## config.mk

```make
export PLATFORM = sky130hd
export DESIGN_NAME = uart_tx_arbiter
export DESIGN_NICKNAME = d
export VERILOG_FILES = /design/src/rtl/uart_arb_pkg.sv /design/src/rtl/uart_tx_arbiter_rr_pick.sv /design/src/rtl/uart_tx_arbiter.sv
export SDC_FILE = /design/constraint.sdc
export NUM_CORES = 1
export LEC_CHECK = 0
export ABC_CLOCK_PERIOD_IN_PS = 1700
export BUFFER_PORTS_ARGS = -buffer_cell sky130_fd_sc_hd__buf_2
export CAP_MARGIN = 20
export CORE_MARGIN = 2
export CORE_UTILIZATION = 48
export DETAILED_ROUTE_END_ITERATION = 6
export PLACE_DENSITY = 0.71
export SLEW_MARGIN = 20
export SYNTH_ARGS = -nofsm -noshare
export SYNTH_HDL_FRONTEND = slang
export SYNTH_SLANG_ARGS = --single-unit
export TNS_END_PERCENT = 100
```

## constraint.sdc

```tcl
create_clock -name clk -period 1.7 [get_ports clk]
set_clock_uncertainty 0.1 [all_clocks]
set_input_delay 0.255 -clock clk [delete_from_list [all_inputs] [get_ports clk]]
set_output_delay 0.255 -clock clk [all_outputs]
set_load 0.005 [all_outputs]
```

## src/rtl/uart_arb_pkg.sv

```systemverilog
// Shared types and widths for the UART TX arbiter slice.
package uart_arb_pkg;
  localparam int BYTE_W  = 8;
  localparam int GRANT_W = 3;

  typedef enum logic [1:0] {
    IDLE      = 2'd0,
    START     = 2'd1,
    WAIT_BUSY = 2'd2,
    WAIT_DONE = 2'd3
  } state_e;
endpackage

```

## src/rtl/uart_tx_arbiter_rr_pick.sv

```systemverilog
// Combinational winner select: round-robin from ptr, or lowest index when
// UART_ARB_FIXED_PRIO_EN is defined (ptr then ignored).
module rr_pick
  import uart_arb_pkg::*;
#(
  parameter int NUM_REQ = 4
) (
  input  logic [NUM_REQ-1:0] pending,
  input  logic [GRANT_W-1:0] ptr,
  output logic [GRANT_W-1:0] winner,
  output logic               valid
);

`ifdef UART_ARB_FIXED_PRIO_EN
  logic unused_ptr;
  assign unused_ptr = ^ptr;

  always_comb begin
    winner = '0;
    valid  = 1'b0;
    for (int i = NUM_REQ - 1; i >= 0; i--) begin
      if (pending[i]) begin
        winner = GRANT_W'(i);
        valid  = 1'b1;
      end
    end
  end
`else
  // Walk offsets from the highest down so the closest index at/after ptr wins last.
  always_comb begin
    winner = '0;
    valid  = 1'b0;
    for (int k = NUM_REQ - 1; k >= 0; k--) begin
      for (int i = 0; i < NUM_REQ; i++) begin
        if (pending[i] && ((int'(ptr) + k) % NUM_REQ == i)) begin
          winner = GRANT_W'(i);
          valid  = 1'b1;
        end
      end
    end
  end
`endif

endmodule

```

## src/rtl/uart_tx_arbiter.sv

```systemverilog
// Shares one UART transmitter among NUM_REQ pulse requesters, one byte each.
// Round-robin by default; UART_ARB_FIXED_PRIO_EN selects fixed lowest-index priority.
module uart_tx_arbiter
  import uart_arb_pkg::*;
#(
  parameter int NUM_REQ     = 4,
  parameter int ACK_TIMEOUT = 16
) (
  input  logic                      clk,
  input  logic                      rst,
  input  logic [NUM_REQ-1:0]        req_pulse,
  input  logic [BYTE_W*NUM_REQ-1:0] req_data,
  input  logic                      tx_busy,
  output logic                      tx_start,
  output logic [BYTE_W-1:0]         tx_data,
  output logic [GRANT_W-1:0]        grant_id,
  output logic [NUM_REQ-1:0]        pending,
  output logic [NUM_REQ-1:0]        overrun,
  output logic                      err_to
);

  localparam int CNT_W = $clog2(ACK_TIMEOUT + 1);

  state_e             state_q, state_d;
  logic [NUM_REQ-1:0] pending_q, pending_d;
  logic [NUM_REQ-1:0] overrun_q, overrun_d;
  logic               err_to_q, err_to_d;
  logic [BYTE_W-1:0]  slot_q [NUM_REQ];
  logic [BYTE_W-1:0]  slot_d [NUM_REQ];
  logic [BYTE_W-1:0]  tx_data_q, tx_data_d;
  logic [GRANT_W-1:0] grant_id_q, grant_id_d;
  logic [GRANT_W-1:0] rr_ptr_q, rr_ptr_d;
  logic [CNT_W-1:0]   cnt_q, cnt_d;

  logic [GRANT_W-1:0] pick_id;
  logic               pick_vld;
  logic               grant_fire;
  logic               clr_i;

  rr_pick #(.NUM_REQ(NUM_REQ)) u_pick (
    .pending (pending_q),
    .ptr     (rr_ptr_q),
    .winner  (pick_id),
    .valid   (pick_vld)
  );

  always_comb begin
    state_d    = state_q;
    pending_d  = pending_q;
    overrun_d  = overrun_q;
    err_to_d   = err_to_q;
    slot_d     = slot_q;
    tx_data_d  = tx_data_q;
    grant_id_d = grant_id_q;
    rr_ptr_d   = rr_ptr_q;
    cnt_d      = cnt_q;
    grant_fire = 1'b0;
    clr_i      = 1'b0;

    case (state_q)
      IDLE: begin
        // A busy line here belongs to someone else's frame; wait it out.
        if (pick_vld && !tx_busy) begin
          grant_fire = 1'b1;
          grant_id_d = pick_id;
          for (int i = 0; i < NUM_REQ; i++) begin
            if (pick_id == GRANT_W'(i)) tx_data_d = slot_q[i];
          end
          state_d = START;
        end
      end
      START: begin
        cnt_d   = '0;
        state_d = WAIT_BUSY;
      end
      WAIT_BUSY: begin
        if (tx_busy) begin
          state_d = WAIT_DONE;
        end else if (cnt_q == CNT_W'(ACK_TIMEOUT - 1)) begin
          err_to_d = 1'b1;
          for (int i = 0; i < NUM_REQ; i++) begin
            if (grant_id_q == GRANT_W'(i)) pending_d[i] = 1'b1;
          end
          state_d = IDLE;
        end else begin
          cnt_d = cnt_q + 1'b1;
        end
      end
      WAIT_DONE: begin
        if (!tx_busy) begin
          rr_ptr_d = (grant_id_q == GRANT_W'(NUM_REQ - 1)) ? '0 : grant_id_q + 1'b1;
          state_d  = IDLE;
        end
      end
      default: state_d = IDLE;
    endcase

    // A pulse landing on the grant cycle re-arms the slot with its new byte.
    for (int i = 0; i < NUM_REQ; i++) begin
      clr_i = grant_fire && (pick_id == GRANT_W'(i));
      if (clr_i) pending_d[i] = 1'b0;
      if (req_pulse[i]) begin
        if (pending_q[i] && !clr_i) begin
          overrun_d[i] = 1'b1;
        end else begin
          pending_d[i] = 1'b1;
          slot_d[i]    = req_data[BYTE_W*i +: BYTE_W];
        end
      end
    end

`ifdef UART_ARB_FIXED_PRIO_EN
    rr_ptr_d = '0;
`endif
  end

  always_ff @(posedge clk) begin
    if (rst) begin
      state_q    <= IDLE;
      pending_q  <= '0;
      overrun_q  <= '0;
      err_to_q   <= 1'b0;
      tx_data_q  <= '0;
      grant_id_q <= '0;
      rr_ptr_q   <= '0;
      cnt_q      <= '0;
      for (int i = 0; i < NUM_REQ; i++) slot_q[i] <= '0;
    end else begin
      state_q    <= state_d;
      pending_q  <= pending_d;
      overrun_q  <= overrun_d;
      err_to_q   <= err_to_d;
      tx_data_q  <= tx_data_d;
      grant_id_q <= grant_id_d;
      rr_ptr_q   <= rr_ptr_d;
      cnt_q      <= cnt_d;
      slot_q     <= slot_d;
    end
  end

  assign tx_start = (state_q == START) && !rst;
  assign tx_data  = tx_data_q;
  assign grant_id = grant_id_q;
  assign pending  = pending_q;
  assign overrun  = overrun_q;
  assign err_to   = err_to_q;

endmodule

```

# == After elaboration in Yosys (flattened, before gate mapping) ==
# Index checks and enable logic that the tools add are counted.
# classes
n_lt_le_gt_ge,0
div,0
eq_ne,27
shifts,0
addsub,5
n_mul,0
reduce_logical,58
mux,65
n_bitwise,8
# op_table
op,n
$logic_not A32 Y1,4
$mux W2,19
$mux W1,35
$mux W8,4
$logic_and A1 B1 Y1,26
$reduce_and A2 Y1,10
$eq A3 B3 Y1 const B,6
$eq A2 B2 Y1 const B,8
$mux W4,3
$reduce_and A3 Y1,4
$mux W5,2
$pmux W5 S2,1
$eq A3 B2 Y1 const B,3
$eq A2 B1 Y1 const B,4
$ne A2 B2 Y1 const B,4
$pmux W2 S4,1
$logic_not A1 Y1,6
$logic_not A3 Y1,2
$reduce_or A2 Y1,3
$add A5 B1 Y5 const B,1
$eq A5 B4 Y1 const B,1
$not A1 Y1,5
$add A2 B1 Y2 const B,2
$add A2 B2 Y2 const B,2
5 further kinds,7
# totals
mem_bits_ro,0
ramBits,0
inputBits,39
out_inout_bits,21
n_memories,0
wordCells,178
register_bits,60
latch_bits,0

# == Logic depth before layout (Yosys ltp) ==
# Gate-level depths: netlist of the first run.
# depth
depth_word,29
mapped_depth,9
depth_no_buf,8

# == Cells and area by module ==
# Synthesis of the first run repeated with hierarchy kept, for this count alone.
# hier_totals
hier_cells,344
hier_area_um2,2970.3
# modules_own_cells
mod,instances,seq_area_each_um2,area_each_um2,cells_per_inst
uart_tx_arbiter,1,1241.2,2890.3,331
rr_pick,1,0.0,80.1,13

# == Worst setup path after synthesis of the first run ==
# No wires, ideal clock.
# synth_path
path_kind,register -> register
from,register pending_q[0] (netlist: pending[0])
to,register slot_q[0] in the netlist's numbering
setup_time_ns,0.118
required_time_ns,1.482
path_stages_with_launch,9
period_less_slack_ns,1.931
path_buffers,2
setup_slack_ns,-0.231
arrival_ns,1.713
path_cell_list,dfxtp_1 buf_2 nor2b_1 nor3_1 o22ai_2 o31ai_4 and2_1 buf_4 o21ai_1
# synth_between
elab_chain_len,25
word_cells_on_any_way,41
classes_between,eq/ne (1); mux (30); bitwise (1); reduce/logical (9)
# synth_lines
item,line_no,rtl
"start, declared",uart_tx_arbiter.sv:25,"logic [NUM_REQ-1:0] pending_q, pending_d;"
"start signal, assigned",uart_tx_arbiter.sv:130,pending_q <= pending_d;
$logic_and A1 B1 Y1,uart_tx_arbiter_rr_pick.sv:35,if (pending[i] && ((int'(ptr) + k) % NUM_REQ == i)) begin
$mux W1 (16 in series),uart_tx_arbiter_rr_pick.sv:35,
$logic_and A1 B1 Y1,uart_tx_arbiter.sv:63,if (pick_vld && !tx_busy) begin
$mux W1,uart_tx_arbiter.sv:63,
$mux W1,uart_tx_arbiter.sv:60,case (state_q)
$logic_and A1 B1 Y1 *,uart_tx_arbiter.sv:100,clr_i = grant_fire && (pick_id == GRANT_W'(i));
$logic_not A1 Y1 *,uart_tx_arbiter.sv:103,if (pending_q[i] && !clr_i) begin
$logic_and A1 B1 Y1 *,uart_tx_arbiter.sv:103,
$not A1 Y1 (no line) *,n/a,
$reduce_and A2 Y1 (no line) *,n/a,
"end signal, assigned",uart_tx_arbiter.sv:137,slot_q <= slot_d;
"end, declared",uart_tx_arbiter.sv:28,logic [BYTE_W-1:0] slot_q [NUM_REQ];
# Every way passes the cells marked *; elsewhere a longest branch is shown, timed or not.
# A chain may end at the register's enable or synchronous reset.

# == Final worst setup path of the first run ==
# layout_path
from,register pending_q[0] (netlist: pending[0])
to,register pending_q[3] (netlist: pending[3])
# layout_between
elab_chain_len,25
word_cells_on_any_way,42
classes_between,eq/ne (1); mux (33); reduce/logical (8)
# layout_lines
item,line_no,rtl
$logic_and A1 B1 Y1,uart_tx_arbiter_rr_pick.sv:35,
$mux W1 (16 in series),uart_tx_arbiter_rr_pick.sv:35,
$logic_and A1 B1 Y1,uart_tx_arbiter.sv:63,
$mux W1,uart_tx_arbiter.sv:63,
$mux W1,uart_tx_arbiter.sv:60,
$logic_and A1 B1 Y1 *,uart_tx_arbiter.sv:100,
$logic_not A1 Y1,uart_tx_arbiter.sv:103,
$logic_and A1 B1 Y1,uart_tx_arbiter.sv:103,
$mux W1,uart_tx_arbiter.sv:103,
$mux W1 *,uart_tx_arbiter.sv:102,if (req_pulse[i]) begin
# Marked as above.

==> metrics.txt, run 1 <==
outcome finished with violations; failing checks setup timing; crit path cell chain nor2b_4 > o21a_1 > or2_1 > buf_6 > or3_1 > a21oi_2 > nor2_1; setup TNS -2.57 ns; gr usage total between 20% and 30%; Syn Nets around 360; Final ANT Viol Nets 0; crit path DAT about 2.0 ns; endpoints failing setup 38; residual overflow from global routing 0; clock buffer depth 2; vias around 2600; synth top area cells dfxtp_1, mux2i_1, a21oi_1; switch share between 20% and 30%; I/O pin total 60; fraction of registers with async set/reset 0%; n_diodes 0; CTS tree built; Initial Util ~50%; clk_lat worst skew roughly 0.34 ns; DIE HEIGHT between 70 and 80 um; DRT iter0 DRCs roughly 130; first-pass GRT wire length between 10000 and 15000 um; CP endpoint kind register; max-slew violation count 0; Clock Tree Root clkbuf_8; Seq cells post-synth 60; largest net degree at the start of global routing 27; antenna violations before repair 0; critical path's top delay family simple AND/OR/NAND/NOR gates; P_sw between 900 and 1000 uW; drc violations 0; fmax about 0.55 GHz; CP max stage delay around 0.37 ns; die width 79.6 um; Final Hold Fails 0; fin crit share 108%; Int Power between 2000 and 3000 uW; Synth Instances between 300 and 400; setup ws final -0.133 ns; P_leak 0.00166 uW; Mapped Avg Cell Area around 8.8 um^2; sequential fraction of the synthesis area roughly 44%; Netlist cell types 43; Seq pwr share 44.8%; final worst path period need 1.83 ns; share of layout cells above drive strength 1 39.8%; PD cells approximately 920 mW/mm^2; EDFF count, synth 0; TritonRoute pass-1 iters 5; Setup CP Type reg -> reg; vias in the first global route ~2500; DP Worst Slack -0.146 ns; Mapped Area 0.00275 mm^2; port bufs 58; Worst Hold Class in -> reg; cell row count 27; Clk network pwr share between 30% and 40%; Area growth, synth to finish 38.2%; die area roughly 0.0063 mm^2; Logic pwr share roughly a fifth; Startpoint Class register; slowest cell on the critical path dfxtp_4; Yosys warning count 0; share of the synthesized area in the top cell type a little over two fifths; Worst-path clk slew 0.07 ns; Post-DP HPWL 5150 um; hold_buf cts 0; GPL Wtd Cong approximately 0.99; Total Routed Length 7520 um; ys flop type dfxtp_1; Max Cap Viol 0; Nets between 400 and 500; area leader, netlist dfxtp_1; Crit Path Max Fanout 12; worst path bufs/invs 1; area of the core roughly 0.0055 mm^2; CTS sink count 60; CTS H-tree lvls 3; maximum vdd drop roughly 0.00054 V; final core occ about 69%; WL per Instance around 16 um; data required time of the worst path between 1.5 and 2 ns; Via density 5.41; total CTS buffers 9; unrepaired setup endpoints after global routing yes
-- cell usage after synthesis (6+ instances only) --
library cell / count
a21oi_1: 43
nand2_1: 33
nor2_1: 39
ha_1: 6
o21ai_1: 10
dfxtp_1: 60
o221ai_1: 9
mux2i_1: 24
clkbuf_1: 11
nor2b_1: 7
nand2b_1: 9
nand4b_1: 8
-- layer usage --
metal	track usage, %	vias up	part of all wire [%]	wire length, um
li1	-	1289	-	-
met1	30.4	1212	45	3360
met2	38.8	90	49	3660
met3	5.09	17	4.4	330
met4	11.6	0	2.2	169
met5	0	-	0	0
-- registers in the layout, indices dropped and copies added (netlist names) --
signal / cells
overrun: 4
state_q: 2
slot_q: 32
grant_id: 2
err_to: 1
pending: 4
tx_data: 8
rr_ptr_q: 2
cnt_q: 5
-- what timing repair did --
item,CTS,global route
hold endpoints to repair,0,0
buffers inserted,4,5
endpoints found under the setup margin,44,51
gates resized for setup,24,17
pin swaps,13,13
-- final cells by class --
type	count	area (um^2)
fill	450	1710
multi-input combinational	227	1590
sequential	60	1210
timing repair buffer	104	697
clock buffer	10	138
tap	72	90.1
clock inverter	3	40.0
inverter	6	22.5
-- through the flow --
| stage | hold WS, ns | area, um^2 | power [uW] | cells |
|---|---|---|---|---|
| after global routing | 0.0653 | 3790 | 3630 | 482 |
| final | 0.0515 | 3790 | 3490 | 482 |
| after global placement | 0.333 | 3400 | 2210 | 460 |
| after CTS | 0.0445 | 3690 | 3460 | 477 |
| after detailed placement | 0.338 | 3400 | 2220 | 460 |
| after floorplan | 0.272 | 2810 | 1960 | 312 |
-- cells in the final DEF, fill, tap and decap left out, types with 2 or more instances in the layout --
cell	instances
a21o_1	3
a21oi_1	37
a21oi_2	6
a31oi_1	3
and2_4	2
buf_12	4
buf_2	58
buf_4	39
buf_6	3
clkbuf_8	10
clkinv_2	2
dfxtp_1	52
dfxtp_2	7
ha_1	4
ha_4	2
inv_1	5
mux2i_1	21
mux2i_2	2
nand2_1	31
nand2_2	2
nand2b_1	9
nand3_1	3
nand4b_1	8
nor2_1	35
nor2_4	3
nor2b_1	4
nor2b_4	3
nor3_1	2
nor3_2	2
o21ai_1	8
o21ai_2	2
o221ai_1	8
or3_1	2
xor2_1	2
-- power by group through the flow --
stage	sequential (uW)	combinational, uW	clock [uW]
finish	1560	707	1220
global route	1570	769	1290
CTS	1560	669	1230
detailed placement	1590	634	0
global placement	1580	626	0
floorplan	1580	378	0
-- worst reg2reg max path, delay by kind of cell, from the launching register on --
family | cells | cell delay, ns
AOI/OAI and AO/OA | 2 | 0.32
DFF | 1 | 0.37
and+or+nand+nor | 4 | 0.76
buffers and inverters | 1 | 0.16
-- cell families after synthesis --
logic type / after synthesis / synth area share, %
simple gates: 114 / 20.4
mux: 24 / 8.75
compound gates: 80 / 19.4
fa+ha+maj: 6 / 2.73
xor+xnor: 2 / 0.638
other cells: 1 / 0.137
buf+inv: 25 / 4.19
flops: 60 / 43.8
-- final timing paths --
path | start | endpoint | slack, ns | cells past startpoint
max | pending[0]$_SDFF_PP0_ | pending[3]$_SDFF_PP0_ | -0.13 | 7
min reg2reg | overrun[2]$_SDFFE_PP0P_ | overrun[2]$_SDFFE_PP0P_ | 0.35 | 2
min | req_data[19] | slot_q[11]$_SDFFE_PP0P_ | 0.05 | 3
max reg2reg | pending[0]$_SDFF_PP0_ | pending[3]$_SDFF_PP0_ | -0.13 | 7
(Power assumes the default switching activity.)
==> inputs of run 2 (changes only) <==
--- a/config.mk
+++ b/config.mk
@@ -8,6 +8,7 @@
 export ABC_CLOCK_PERIOD_IN_PS = 1700
 export BUFFER_PORTS_ARGS = -buffer_cell sky130_fd_sc_hd__buf_2
 export CAP_MARGIN = 20
+export CORE_ASPECT_RATIO = 1.2
 export CORE_MARGIN = 2
 export CORE_UTILIZATION = 48
 export DETAILED_ROUTE_END_ITERATION = 6
==> metrics.txt, run 2 (synthesis results as in run 1) <==
failing checks setup timing; Nets roughly 460; DIE HEIGHT a little under 90 um; HP Start req_data[2]; endpoints failing setup 35; crit path cell chain nor2b_4 > o21a_1 > or2_4 > buf_6 > or3_1 > a21oi_1 > nor2_1; Area growth, synth to finish 43.3%; data required time of the worst path about 1.8 ns; crit path DAT approximately 2 ns; fmax 0.528 GHz; gr usage total around a quarter; unrepaired setup endpoints after global routing yes; Clock Tree Root clkbuf_8; Startpoint Class register; CP max stage delay approximately 0.37 ns; CTS sink count 60; Post-DP HPWL approximately 5300 um; total CTS buffers 9; P_leak 0.00170 uW; Hold Path End slot_q[26]$_SDFFE_PP0P_; Critical R2R Capture pending[3]$_SDFF_PP0_; Worst-path clk slew roughly 0.07 ns; setup ws final -0.193 ns; share of layout cells above drive strength 1 44.3%; vias approximately 2700; cell row count 30; Via density between 5 and 6; DRT iter0 DRCs around 150; I/O pin total 60; Post-Layout Cell Count 482; Clk network pwr share between 30% and 40%; residual overflow from global routing 0; CTS H-tree lvls 3; drc violations 0; vias in the first global route ~2500; Seq pwr share 43.0%; Final Hold Fails 0; Biggest register slot_q; PD cells a little over 900 mW/mm^2; CTS tree built; area of the core between 0.005 and 0.006 mm^2; Initial Util 49.1%; Reg2Reg Setup Slack -0.19 ns; Final ANT Viol Nets 0; die width ~73 um; fin crit share 111%; Crit Path Max Fanout 7; clk_lat worst skew 0.34 ns; TritonRoute pass-1 iters 4; switch share between 20% and 30%; Max Cap Viol 0; worst hold slack approximately 0.043 ns; CP endpoint kind register; clock buffer depth 2; commonest non-fill, non-tap cells in the layout buf_2, dfxtp_1, buf_4; max-slew violation count 0; WHS Path Cells 3; final worst path period need 1.89 ns; WL per Instance around 16 um; most common cell after layout, fill and taps aside buf_2; critical path's top delay family simple AND/OR/NAND/NOR gates; FF-to-FF path depth 7; largest net degree at the start of global routing 26; Worst Hold Class in -> reg; DP Worst Slack -0.216 ns; slowest cell on the critical path dfxtp_4; GPL Wtd Cong approximately 0.82; Total Routed Length about 7700 um; port bufs 58; maximum vdd drop about 0.00096 V; Setup CP Type reg -> reg; cell total after placement around 460; first-pass GRT wire length 11600 um; P_sw a little over 1000 uW; Int Power about 2600 uW; antenna violations before repair 0; Largest register FFs 32; outcome finished with violations; die area 0.00634 mm^2; n_diodes 0; hold_buf cts 0; worst path bufs/invs 1; worst r2r src pending[0]$_SDFF_PP0_; Logic pwr share a little over a fifth
[run 2: through the flow]
stage / utilization, % / setup TNS [ns] / total power [uW] / instance area, um^2
2_1_floorplan: - / -3.48 / 1960 / 2810
3_3_place_gp: 61.1 / -3.50 / 2210 / 3420
3_5_place_dp: 61.1 / -5.26 / 2230 / 3420
4_1_cts: 66.8 / -1.34 / 3580 / 3730
5_1_grt: 70.4 / -6.30 / 3800 / 3940
6_report: 70.4 / -2.93 / 3650 / 3940
[run 2: layer usage]
layer	wire, um	global-route usage, %	up-vias	part of all wire (%)
met5	0	0	-	0
met4	215	8.75	0	2.8
met3	318	6.40	18	4.1
met2	4030	40.5	61	52
met1	3150	29.8	1292	41
li1	-	-	1301	-
[run 2: layout make-up]
| class | instances | area [um^2] |
|---|---|---|
| timing repair buffer | 109 | 728 |
| fill | 428 | 1660 |
| multi-input combinational | 227 | 1680 |
| tap | 64 | 80.1 |
| inverter | 6 | 22.5 |
| sequential | 60 | 1220 |
| clock inverter | 4 | 47.5 |
| clock buffer | 12 | 155 |
[run 2: worst register-to-register path, delay by kind of cell (launching register included)]
kind	cells	cell delay (ns)
AO/OA/AOI/OAI	2	0.38
flip-flops	1	0.37
buffers and inverters	1	0.14
AND/OR/NAND/NOR	4	0.79
[run 2: power groups by stage]
| stage | clock, uW | sequential, uW | combinational (uW) |
|---|---|---|---|
| finish | 1310 | 1570 | 767 |
| global route | 1390 | 1580 | 832 |
| CTS | 1330 | 1560 | 688 |
| detailed placement | 0 | 1590 | 635 |
| global placement | 0 | 1590 | 624 |
| floorplan | 0 | 1580 | 378 |
[run 2: what timing repair did]
| action | in CTS | in global routing |
|---|---|---|
| gates cloned | 1 | 0 |
| setup endpoints to repair | 48 | 52 |
| pin swaps | 3 | 14 |
| setup buffers | 2 | 4 |
| resized for setup | 31 | 37 |
[run 2: worst max path at each step]
| stage | start | slack (ns) | cells past startpoint | to |
|---|---|---|---|---|
| 2_1_floorplan | pending[2]$_SDFF_PP0_ | -0.13 | 8 | slot_q[0]$_SDFFE_PP0P_ |
| 3_3_place_gp | tx_busy | -0.17 | 7 | slot_q[23]$_SDFFE_PP0P_ |
| 3_5_place_dp | tx_busy | -0.22 | 7 | slot_q[23]$_SDFFE_PP0P_ |
| 4_1_cts | state_q[1]$_SDFFE_PP0P_ | -0.10 | 6 | slot_q[31]$_SDFFE_PP0P_ |
| 5_1_grt | pending[0]$_SDFF_PP0_ | -0.23 | 7 | pending[3]$_SDFF_PP0_ |
| 6_report | pending[0]$_SDFF_PP0_ | -0.19 | 7 | pending[3]$_SDFF_PP0_ |
==> inputs of run 3 (changes only) <==
--- a/config.mk
+++ b/config.mk
@@ -5,14 +5,15 @@
 export SDC_FILE = /design/constraint.sdc
 export NUM_CORES = 1
 export LEC_CHECK = 0
-export ABC_CLOCK_PERIOD_IN_PS = 1700
+export ABC_CLOCK_PERIOD_IN_PS = 1810
 export BUFFER_PORTS_ARGS = -buffer_cell sky130_fd_sc_hd__buf_2
 export CAP_MARGIN = 20
 export CORE_ASPECT_RATIO = 1.2
 export CORE_MARGIN = 2
-export CORE_UTILIZATION = 48
+export CORE_UTILIZATION = 54
 export DETAILED_ROUTE_END_ITERATION = 6
-export PLACE_DENSITY = 0.71
+export PLACE_DENSITY = 0.75
+export SETUP_SLACK_MARGIN = 0.3
 export SLEW_MARGIN = 20
 export SYNTH_ARGS = -nofsm -noshare
 export SYNTH_HDL_FRONTEND = slang
==> constraint.sdc (replaced) <==
create_clock -name clk -period 1.81 [get_ports clk]
set_clock_uncertainty 0.1 [all_clocks]
set_input_delay 0.2715 -clock clk [delete_from_list [all_inputs] [get_ports clk]]
set_output_delay 0.2715 -clock clk [all_outputs]
set_load 0.005 [all_outputs]
==> metrics.txt, run 3 (synthesis results as in run 1) <==
Final Hold Fails 0; FF-to-FF path depth 8; vias in the first global route 2627; fmax about 0.53 GHz; setup ws final -0.0873 ns; final core occ 84.3%; outcome finished with violations; fin crit share 105%; CTS tree built; CP endpoint kind register; power consumption approximately 3400 uW; Startpoint Class register; Largest register FFs 32; Critical R2R Capture cnt_q[3]$_SDFFE_PP0P_; final worst path period need 1.90 ns; endpoints failing setup 9; Biggest register slot_q; DRT iter0 DRCs between 200 and 300; worst hold slack about 0.063 ns; CTS sink count 60; die area 0.00567 mm^2; Clock Tree Root clkbuf_8; area of the core roughly 0.005 mm^2; Reg2Reg Setup Slack -0.09 ns; Post-Layout Cell Count around 480; Via density roughly 6.1; cell total after placement 439; P_leak 0.00169 uW; DIE HEIGHT a little over 80 um; vias around 2900; Post-DP HPWL slightly below 5000 um; crit path DAT around 2.0 ns; n_diodes 0; CTS H-tree lvls 3; GPL Wtd Cong slightly below 0.9; Hold Path End slot_q[9]$_SDFFE_PP0P_; total CTS buffers 9; largest net degree at the start of global routing 25; data required time of the worst path between 1.5 and 2 ns; unrepaired setup endpoints after global routing yes; maximum vdd drop 0.000614 V; Worst Hold Class in -> reg; first-pass GRT wire length ~12000 um; die width 69.1 um; PD cells 819 mW/mm^2; max-slew violation count 0; drc violations 0; port bufs slightly below 60; HP Start req_data[17]; cell row count 28; residual overflow from global routing 0; clock buffer depth 2; antenna violations before repair 0; TritonRoute pass-1 iters 5; Initial Util between 50% and 60%; Max Cap Viol 0; WHS Path Cells 3; I/O pin total 60; Setup CP Type reg -> reg; worst r2r src cnt_q[1]$_SDFFE_PP0P_; WL per Instance around 19 um; failing checks setup timing; Nets around 460; Crit Path Max Fanout 3; most common cell after layout, fill and taps aside buf_2; Total Routed Length between 9000 and 10000 um; Area growth, synth to finish 50.7%; share of layout cells above drive strength 1 between 50% and 60%; Final ANT Viol Nets 0; commonest non-fill, non-tap cells in the layout buf_2, dfxtp_1, nor2_1; clk_lat worst skew about 0.34 ns; gr usage total 27.4%; Worst-path clk slew roughly 0.070 ns
[run 3: layer usage]
metal	track usage [%]	wire length (um)	up-vias	part of all wire, %
met3	5.46	537	35	5.8
met5	0	0	-	0
li1	-	-	1290	-
met2	48.1	4740	167	51
met1	32.6	3600	1404	39
met4	13.1	328	0	3.6
[run 3: area by class of cell]
cell class / count / area (um^2)
sequential: 60 / 1220
multi-input combinational: 227 / 1860
clock buffer: 11 / 141
fill: 259 / 768
clock inverter: 5 / 36.3
inverter: 6 / 22.5
timing repair buffer: 107 / 773
tap: 60 / 75.1
[run 3: worst max-delay path, stage by stage (launching register included)]
cell and delay (ns):
dfxtp_4 0.36, ha_4 0.16, and3_4 0.19, ha_4 0.17, nor2_4 0.11, and2_4 0.18
nand4_1 0.12, xor2_1 0.20, nor3_1 0.22
[run 3: metrics by stage]
stage	area, um^2	setup WS, ns	setup TNS [ns]
after floorplan	2850	-0.0188	-0.279
after global placement	3360	-0.0214	-0.0767
after detailed placement	3360	-0.0327	-0.333
after CTS	3810	0.0368	0
after global routing	4140	-0.134	-1.97
final	4140	-0.0873	-0.294
[run 3: what timing repair did]
item	4_1_cts	5_1_grt
gates resized for setup	49	65
hold buffers	0	0
endpoints found under the hold margin	0	0
cloned	0	0
setup buffers	14	7
pin swaps	18	29
setup endpoints to repair	55	59
[run 3: worst max path at each step]
stage                           from                       to  slack, ns  cells past startpoint
2_1_floorplan  pending[2]$_SDFF_PP0_   slot_q[0]$_SDFFE_PP0P_      -0.02                      8
3_3_place_gp   pending[2]$_SDFF_PP0_  slot_q[25]$_SDFFE_PP0P_      -0.02                      7
3_5_place_dp                 tx_busy   slot_q[7]$_SDFFE_PP0P_      -0.03                      6
4_1_cts        pending[0]$_SDFF_PP0_  slot_q[30]$_SDFFE_PP0P_       0.04                      7
5_1_grt        cnt_q[1]$_SDFFE_PP0P_    cnt_q[3]$_SDFFE_PP0P_      -0.13                      8
6_report       cnt_q[1]$_SDFFE_PP0P_    cnt_q[3]$_SDFFE_PP0P_      -0.09                      8
[run 3: where the power goes]
| part | switching (uW) | internal [uW] |
|---|---|---|
| Combinational | 426 | 402 |
| Clock | 544 | 536 |
| Sequential | 77.1 | 1400 |
| Total | 1050 | 2340 |
